## src/rtl/half_subtractor.sv

```systemverilog
// Registered, lane-parallel 1-bit half subtractor with a result-valid flag
// and a saturating counter of accepted operations that produced any borrow.
module half_subtractor #(
  parameter int LANES = 1,
  parameter int CNT_W = 16
) (
  input  logic             clk,
  input  logic             rst,
  input  logic             in_valid,
  input  logic [LANES-1:0] a,
  input  logic [LANES-1:0] b,
  input  logic             cnt_clr,
  output logic             out_valid,
  output logic [LANES-1:0] diff,
  output logic [LANES-1:0] bor,
  output logic             any_bor,
  output logic [CNT_W-1:0] bor_cnt
);

  logic [LANES-1:0] diff_next;
  logic [LANES-1:0] bor_next;
  logic             any_bor_next;

  logic             out_valid_reg;
  logic [LANES-1:0] diff_reg;
  logic [LANES-1:0] bor_reg;
  logic             any_bor_reg;
  logic [CNT_W-1:0] bor_cnt_reg;
  logic [CNT_W-1:0] bor_cnt_next;
  logic             cnt_sat;

  // Lanes are fully independent: no borrow ripples between them.
  generate
    for (genvar gi = 0; gi < LANES; gi++) begin : g_lane
      assign diff_next[gi] = a[gi] ^ b[gi];
      assign bor_next[gi]  = ~a[gi] & b[gi];
    end
  endgenerate

  assign any_bor_next = |bor_next;
  assign cnt_sat      = &bor_cnt_reg;

  // Clear has priority over a same-cycle increment.
  always_comb begin
    bor_cnt_next = bor_cnt_reg;
    if (cnt_clr) begin
      bor_cnt_next = '0;
    end else if (in_valid && any_bor_next && !cnt_sat) begin
      bor_cnt_next = bor_cnt_reg + 1'b1;
    end
  end

  always_ff @(posedge clk or posedge rst) begin
    if (rst) begin
      out_valid_reg <= 1'b0;
      diff_reg      <= '0;
      bor_reg       <= '0;
      any_bor_reg   <= 1'b0;
      bor_cnt_reg   <= '0;
    end else begin
      out_valid_reg <= in_valid;
      bor_cnt_reg   <= bor_cnt_next;
      // Results hold across idle cycles; only out_valid drops.
      if (in_valid) begin
        diff_reg    <= diff_next;
        bor_reg     <= bor_next;
        any_bor_reg <= any_bor_next;
      end
    end
  end

  assign out_valid = out_valid_reg;
  assign diff      = diff_reg;
  assign bor       = bor_reg;
  assign any_bor   = any_bor_reg;
  assign bor_cnt   = bor_cnt_reg;

endmodule

```

## config.mk

```make
export PLATFORM = sky130hd
export DESIGN_NAME = half_subtractor
export DESIGN_NICKNAME = d
export VERILOG_FILES = /design/src/rtl/half_subtractor.sv
export SDC_FILE = /design/constraint.sdc
export NUM_CORES = 1
export LEC_CHECK = 0
export CAP_MARGIN = 20
export CELL_PAD_IN_SITES_DETAIL_PLACEMENT = 0
export CELL_PAD_IN_SITES_GLOBAL_PLACEMENT = 1
export CORE_UTILIZATION = 36
export DETAILED_ROUTE_END_ITERATION = 8
export GPL_TIMING_DRIVEN = 0
export PLACE_DENSITY_LB_ADDON = 0.08
export SYNTH_ARGS = -nofsm -noshare
export SYNTH_HDL_FRONTEND = slang
export SYNTH_SLANG_ARGS = --single-unit
```

## constraint.sdc

```tcl
create_clock -name clk -period 2.45 [get_ports clk]
set_clock_uncertainty 0.1 [all_clocks]
set_input_delay 0.49 -clock clk [delete_from_list [all_inputs] [get_ports clk]]
set_output_delay 0.49 -clock clk [all_outputs]
set_load 0.05 [all_outputs]
```

Word level (Yosys, flattened, before mapping)

Cells that the tools add are included.

Register bits after elaboration: 19
Input port bits: 6
Logic and storage cells: 15

Add/subtract/negate cells: 1
Multiplexer cells: 2
Bitwise logic cells: 3
Reductions and logical operators: 5

Operators with widths:

| operator              | number |
|---|---|
| $mux 16               | 2 |
| $add 16x1->16 const B | 1 |
| $reduce_and 16->1     | 1 |
| $logic_and 1x1->1     | 2 |
| $reduce_bool 2->1     | 1 |
| $and 1x1->1           | 1 |
| $logic_not 1->1       | 1 |
| $not 1->1             | 1 |
| $xor 1x1->1           | 1 |

Longest topological paths before layout

Gate-level depths: netlist of run 1.

Depth after elaboration: 6
Mapped depth: 6
Mapped depth without buffers: 6

Worst setup path before layout of run 1

OpenSTA, ideal clock, no wires.

Path kind: reg-to-reg
From: reg bor_cnt_reg[0] (netlist: bor_cnt[0])
To: reg bor_cnt_reg[12] (netlist: bor_cnt[12])
Library setup time: 0.078 ns
Arrival: 2.011 ns
Required time: 2.272 ns
Slack: 0.261 ns
Cell stages (with the launch flop): 6
Buffers on the path: 0
Period minus slack after synthesis: 2.189 ns
Cell sequence: dfrtp_1 -> ha_1 -> nand4_2 -> or3_4 -> or4_1 -> a21oi_1

Cells in the longest elaborated chain, start to end: 4
Elaborated cells on any way between the ends: 7
Classes of those cells: add/sub (1); mux (2); reduce/logical (4)

RTL lines:

| item                                                  | RTL line | text |
|---|---|---|
| from (decl)                                           | 28       | `logic [CNT_W-1:0] bor_cnt_reg;` |
| from (signal assigned)                                | 62       | `bor_cnt_reg <= bor_cnt_next;` |
| branches (longest 4 deep; another with $add 16x1->16) | --       |  |

Several ways; the timed one is not identified. The select of a mux whose other input is x is not followed.
A chain may end at the register's enable or synchronous reset.

Worst setup path in the final report of run 1

From: reg bor_cnt_reg[2] (netlist: bor_cnt[2])
To: out bor_cnt[2]

RTL lines:

| item      | RTL line | text |
|---|---|---|
| to (decl) | 17       | `output logic [CNT_W-1:0] bor_cnt` |

No word-level cell between the ends.

==> results by group, run 1 <==
Status
  – Outcome: completed

Floorplan
  – Core ar.: 0.00273 mm²
  – Die height: 55.6 µm
  – IO Pins: 26
  – Starting Density: 37.9%
  – Rows: 19
  – DIE WIDTH: 55.6 µm
  – DIE AREA: 0.00310 mm²

Worst setup path
  – Worst path buffer plus inverter count: 1
  – CP Class: reg -> out
  – Worst EP arrival: 1660 ps
  – Max stage delay on crit path: 850 ps
  – CP Launch Type: register
  – Family with the most delay on the worst path: buffers and inverters
  – Required time of the critical path: 1860 ps
  – CP Capture Type: output pin
  – Worst path slowest cell: clkdlybuf4s50_1
  – CP max FO: 8
  – Critical Path, Cell by Cell: clkdlybuf4s50_1

Cells and area
  – Filler cell count: 267
  – Commonest non-fill, non-tap cells in the layout: clkdlybuf4s50_1 (25), dfrtp_1 (19), a21oi_1 (11)
  – Max reg flops: 16
  – Non-filler cells, final: 165
  – Final net count: 143
  – Area Growth Syn to Fin: 30.6%
  – N_diodes: 0
  – Most common cell after layout, fill and taps aside: clkdlybuf4s50_1
  – Final design utilization: 49.5%
  – Final instance area: 0.00135 mm²
  – Layout cell share with drive strength beyond 1: 11.2%

Power
  – PD cells: 416 mW/mm²
  – Total power draw: 563 µW
  – Leakage dissipation: 0.539 nW
  – VDD IR max: 0.235 mV

Placement
  – DPL Wire Length: 1760 µm
  – Placed insts: 161
  – Area after DPL: 0.00133 mm²
  – Placer Congestion: 0.763
  – IO buf count: 25

Clocking
  – Clk pin slew, worst setup/hold paths: 110 ps
  – Hold_buf cts: 0
  – Number of post-CTS setup repair buffers: 0
  – CTS root buf: clkbuf_4
  – Num CTS Buffers: 3
  – CTS H-tree lvls: 1
  – Longest Clk Path Bufs: 2
  – Post-CTS sizing: 0
  – CTS tree: done
  – Clock latency on the worst-skew pair: 300 ps
  – CTS Sinks: 19

Routing
  – Drt via density: 5.58
  – Vias: 921
  – Routed WL per cell: 14.7 µm
  – Residual DRC count: 0
  – 1st-pass router iterations: 4
  – Routed wire length: 2430 µm
  – Antenna-violating nets left: 0
  – First DRT Iteration DRCs: 28

Timing
  – # setup viols final: 0
  – Fin crit share: 91.7%
  – Setup TNS: 0 ps
  – Worst Tran Pin Value: 739 ps
  – RSZ-0062 raised after global routing: no
  – Fin. Hold Viols: 0
  – Final Slew Violations: 0
  – Period minus WS final: 2250 ps
  – Worst slew margin: 50.7%
  – Max Fclk: 0.445 GHz

Worst hold path
  – Hold Path Class: reg -> reg

Global route
  – First-pass GRT wire length: 4600 µm
  – Number of global-route vias before repair: 947
  – GRT Residual Overflow: 0
  – Overall Global Routing Usage: 18.8%
  – Initial antenna violation count: 0
  – Largest net degree at the start of global routing: 20

Yosys
  – Synthesized net count: 113
  – Seq/Total Area, Yosys: 45.9%
  – Main flop type after synthesis: dfrtp_1
  – Number of synthesized register bits: 19
  – EDFF count, synth: 0
  – Syn avg cell area: 9.87 µm²
  – Ys async rst share: 100%
  – Synthesized area: 0.00104 mm²
  – Cells after Synth: 105
  – Synth unique cells: 35
  – Warnings, synthesis: 0

Flow run
  – MaxCap Viol Count: 0
==> logic make-up (layout without fill, tap and decap cells) <==
| family | Yosys count | in the layout | synth area share (%) |
|---|---|---|---|
| compound gates | 31 | 31 | 18.6 |
| fa+ha+maj | 2 | 2 | 2.42 |
| buf+inv | 9 | 38 | 4.35 |
| flops | 19 | 19 | 45.9 |
| mux | 2 | 2 | 1.93 |
| simple gates | 42 | 42 | 26.8 |
==> area by class of cell <==
type | instances | area (µm²) | share of cell area (%)
multi-input cells | 77 | 515 | 38.1
flip-flops and latches | 19 | 475 | 35.2
repair buffers | 25 | 250 | 18.5
well taps | 31 | 38.8 | 2.87
clock buffers | 3 | 22.5 | 1.67
plain buffers | 3 | 22.5 | 1.67
inverters | 6 | 22.5 | 1.67
clock inverters | 1 | 5.00 | 0.370
==> worst paths after layout <==
path                            start         end  slack (ps)  depth (start not counted)
setup reg to reg           bor_cnt[0]  bor_cnt[2]         230                          6
hold / removal                   diff        diff         440                          2
max in group asynchronous         rst  bor_cnt[4]        1280                          2
min in group asynchronous         rst     any_bor         500                          2
hold reg to reg                  diff        diff         440                          2
setup / recovery           bor_cnt[2]  bor_cnt[2]         200                          1
==> metrics by stage <==
| step | hold slack [ps] | setup slack (ps) |
|---|---|---|
| after floorplan | 341 | 261 |
| after global placement | 409 | 48.9 |
| after detailed placement | 417 | 29.1 |
| after CTS | 438 | 187 |
| after global routing | 491 | 48.8 |
| final | 438 | 205 |
==> routing by layer <==
layer / part of all wire, % / routed length [µm] / vias up / global-route usage (%)
li1: - / - / 461 / -
met1: 51 / 1250 / 435 / 27.3
met2: 45 / 1080 / 23 / 28.7
met3: 3.4 / 82 / 2 / 3.02
met4: 0.70 / 17 / 0 / 6.07
met5: 0 / 0 / - / 0
==> synth_stat cells (2+ instances only) <==
cell type | instances | area [µm²]
nor2_1 | 2 | 7.51
mux2i_1 | 2 | 20.0
and4_1 | 3 | 26.3
ha_1 | 2 | 25.0
or4_1 | 4 | 30.0
nand2_1 | 8 | 30.0
o31ai_1 | 5 | 37.5
nand3_1 | 5 | 25.0
nand4_2 | 3 | 37.5
or3_1 | 6 | 37.5
dfrtp_1 | 19 | 475
a21oi_1 | 11 | 55.1
inv_1 | 6 | 22.5
o21ai_0 | 8 | 40.0
==> where the power goes <==
| part | internal (mW) | switching (mW) |
|---|---|---|
| combinational | 0.0256 | 0.0467 |
| sequential | 0.319 | 0.00405 |
| clock | 0.0609 | 0.107 |
Note: power is estimated with default switching activity, not from simulation.
==> run 2, diff against run 1 <==
--- a/config.mk
+++ b/config.mk
@@ -8,10 +8,11 @@
 export CAP_MARGIN = 20
 export CELL_PAD_IN_SITES_DETAIL_PLACEMENT = 0
 export CELL_PAD_IN_SITES_GLOBAL_PLACEMENT = 1
-export CORE_UTILIZATION = 36
+export CORE_UTILIZATION = 35
 export DETAILED_ROUTE_END_ITERATION = 8
 export GPL_TIMING_DRIVEN = 0
 export PLACE_DENSITY_LB_ADDON = 0.08
+export SLEW_MARGIN = 20
 export SYNTH_ARGS = -nofsm -noshare
 export SYNTH_HDL_FRONTEND = slang
 export SYNTH_SLANG_ARGS = --single-unit
==> constraint.sdc (replaced) <==
create_clock -name clk -period 2.5 [get_ports clk]
set_clock_uncertainty 0.1 [all_clocks]
set_input_delay 0.5 -clock clk [delete_from_list [all_inputs] [get_ports clk]]
set_output_delay 0.5 -clock clk [all_outputs]
set_load 0.05 [all_outputs]
==> run 2 against run 1 <==
Final cell count unchanged. Combinational power decreased by 1%. Die area increased by 2.7%.
==> results by group, run 2 (synthesis results as in run 1) <==
Global route
  – Number of global-route vias before repair: 925 (-2.3%)
  – Initial antenna violation count: 0 (unchanged)
  – GRT Residual Overflow: 0 (unchanged)
  – Overall Global Routing Usage: 16.5% (-2.3 points)
  – Largest net degree at the start of global routing: 20 (unchanged)
  – First-pass GRT wire length: 4110 µm (-11%)

Worst setup path
  – CP Capture Type: output pin
  – Worst setup startpoint: bor_cnt[2]
  – Worst path buffer plus inverter count: 1 (unchanged)
  – Worst path slowest cell: clkdlybuf4s50_1
  – Required time of the critical path: 1900 ps (+40 ps)
  – Critical Path, Cell by Cell: clkdlybuf4s50_1
  – CP Class: reg -> out
  – CP Launch Type: register
  – Family with the most delay on the worst path: buffers and inverters
  – CP max FO: 8 (unchanged)
  – Max stage delay on crit path: 860 ps (about the same)
  – Worst EP arrival: 1670 ps (about the same)
  – RR Startpoint: bor_cnt[0]

Clocking
  – CTS tree: done
  – CTS root buf: clkbuf_4
  – Num CTS Buffers: 3 (unchanged)
  – Post-CTS sizing: 0 (unchanged)
  – Hold_buf cts: 0 (unchanged)
  – Longest Clk Path Bufs: 2 (unchanged)
  – Clk pin slew, worst setup/hold paths: 120 ps (about the same)
  – CTS Sinks: 19 (unchanged)
  – Number of post-CTS setup repair buffers: 0 (unchanged)
  – CTS H-tree lvls: 1 (unchanged)
  – Clock latency on the worst-skew pair: 290 ps (about the same)

Power
  – VDD IR max: 0.319 mV (+36%)
  – PD cells: 404 mW/mm² (-3.0%)
  – Leakage dissipation: 0.539 nW (unchanged)

Routing
  – Top sig layer: met4
  – WL met1: 1220 µm (-2.6%)
  – Residual DRC count: 0 (unchanged)
  – Met3 Routed Length: 52 µm (-37%)
  – Routed wire length: 2480 µm (+1.8%)
  – Vias: 933 (+1.3%)
  – Met2 WL: 1190 µm (+9.9%)
  – 1st-pass router iterations: 4 (unchanged)
  – Routed WL per cell: 15.0 µm (+1.8%)
  – First DRT Iteration DRCs: 32 (+14%)
  – Drt via density: 5.65 (+1.3%)
  – Antenna-violating nets left: 0 (unchanged)

Status
  – Outcome: completed

Placement
  – Area after DPL: 0.00133 mm² (unchanged)
  – DPL Wire Length: 1760 µm (about the same)
  – IO buf count: 25 (unchanged)
  – Placer Congestion: 0.753 (-1.4%)

Worst hold path
  – HP Start: diff
  – Hold Path Class: reg -> reg

Cells and area
  – Final instance area: 0.00135 mm² (unchanged)
  – Most common cell after layout, fill and taps aside: clkdlybuf4s50_1
  – Area Growth Syn to Fin: 30.6% (unchanged)
  – Max reg flops: 16 (unchanged)
  – Filler cell count: 262 (-1.9%)
  – Layout cell share with drive strength beyond 1: 11.2% (unchanged)
  – Commonest non-fill, non-tap cells in the layout: clkdlybuf4s50_1 (25), dfrtp_1 (19), a21oi_1 (11)
  – Final net count: 143 (unchanged)
  – N_diodes: 0 (unchanged)

Floorplan
  – Starting Density: 37.2% (-0.65 points)
  – DIE WIDTH: 56.4 µm (+1.4%)
  – Rows: 19 (unchanged)
  – Die height: 56.4 µm (+1.4%)
  – Core ar.: 0.00278 mm² (+1.7%)
  – IO Pins: 26 (unchanged)
  – DIE AREA: 0.00318 mm² (+2.7%)

Timing
  – Fin crit share: 90.7%
  – Fin. Hold Viols: 0 (unchanged)
  – Setup TNS: 0 ps (unchanged)
  – Period minus WS final: 2270 ps
  – Worst slew margin: 48.3% (-2.4 points)
  – Final Slew Violations: 0 (unchanged)
  – Max Fclk: 0.441 GHz
  – # setup viols final: 0 (unchanged)
  – Worst Tran Pin Value: 774 ps (+35.5 ps)
  – RSZ-0062 raised after global routing: no

Flow run
  – MaxCap Viol Count: 0 (unchanged)
run 2: worst reg2reg max path, stage by stage (launching register included):
cell and delay, ps:
dfrtp_1 410, ha_1 230, nand4_2 160, nor4_2 620, buf_6 230, nor2_2 60, a311oi_1 250
run 2: path summary, 6_finish.rpt:
check / to / slack [ps] / depth (start not counted)
max reg2reg: bor_cnt[2] / 350 / 6
max in group asynchronous: bor_cnt[6] / 1290 / 2
min: diff / 430 / 2
max: bor_cnt[2] / 230 / 1
min reg2reg: diff / 430 / 2
min in group asynchronous: bor_cnt[9] / 530 / 2
run 2: area by class of cell:
type / count / area (µm²) / share of cell area (%)
clock buffers: 3 / 22.5 / 1.67
plain buffers: 3 / 22.5 / 1.67
flip-flops and latches: 19 / 475 / 35.2
clock inverters: 1 / 5.00 / 0.370
well taps: 31 / 38.8 / 2.87
inverters: 6 / 22.5 / 1.67
repair buffers: 25 / 250 / 18.5
multi-input cells: 77 / 515 / 38.1
run 2: routing by layer:
| layer | global-route usage [%] | vias up |
|---|---|---|
| met5 | 0 | - |
| met4 | 6.62 | 0 |
| met3 | 2.53 | 2 |
| met2 | 29.1 | 13 |
| met1 | 20.0 | 453 |
| li1 | - | 465 |
run 2: power by group:
| part | internal, mW | total (mW) | switching [mW] |
|---|---|---|---|
| sequential | 0.313 | 0.316 | 0.00336 |
| combinational | 0.0250 | 0.0715 | 0.0465 |
| clock | 0.0595 | 0.159 | 0.0992 |
| total | 0.397 | 0.546 | 0.149 |
run 2: per-stage QoR:
step	hold WS, ps	total power, mW	utilization [%]	cells	worst slack, ps
after floorplan	351	0.365	-	105	311
after global placement	406	0.394	47.6	161	69.8
after detailed placement	418	0.395	47.6	161	53.9
after CTS	434	0.558	48.6	165	225
after global routing	478	0.569	48.6	165	168
final	426	0.546	48.6	165	231
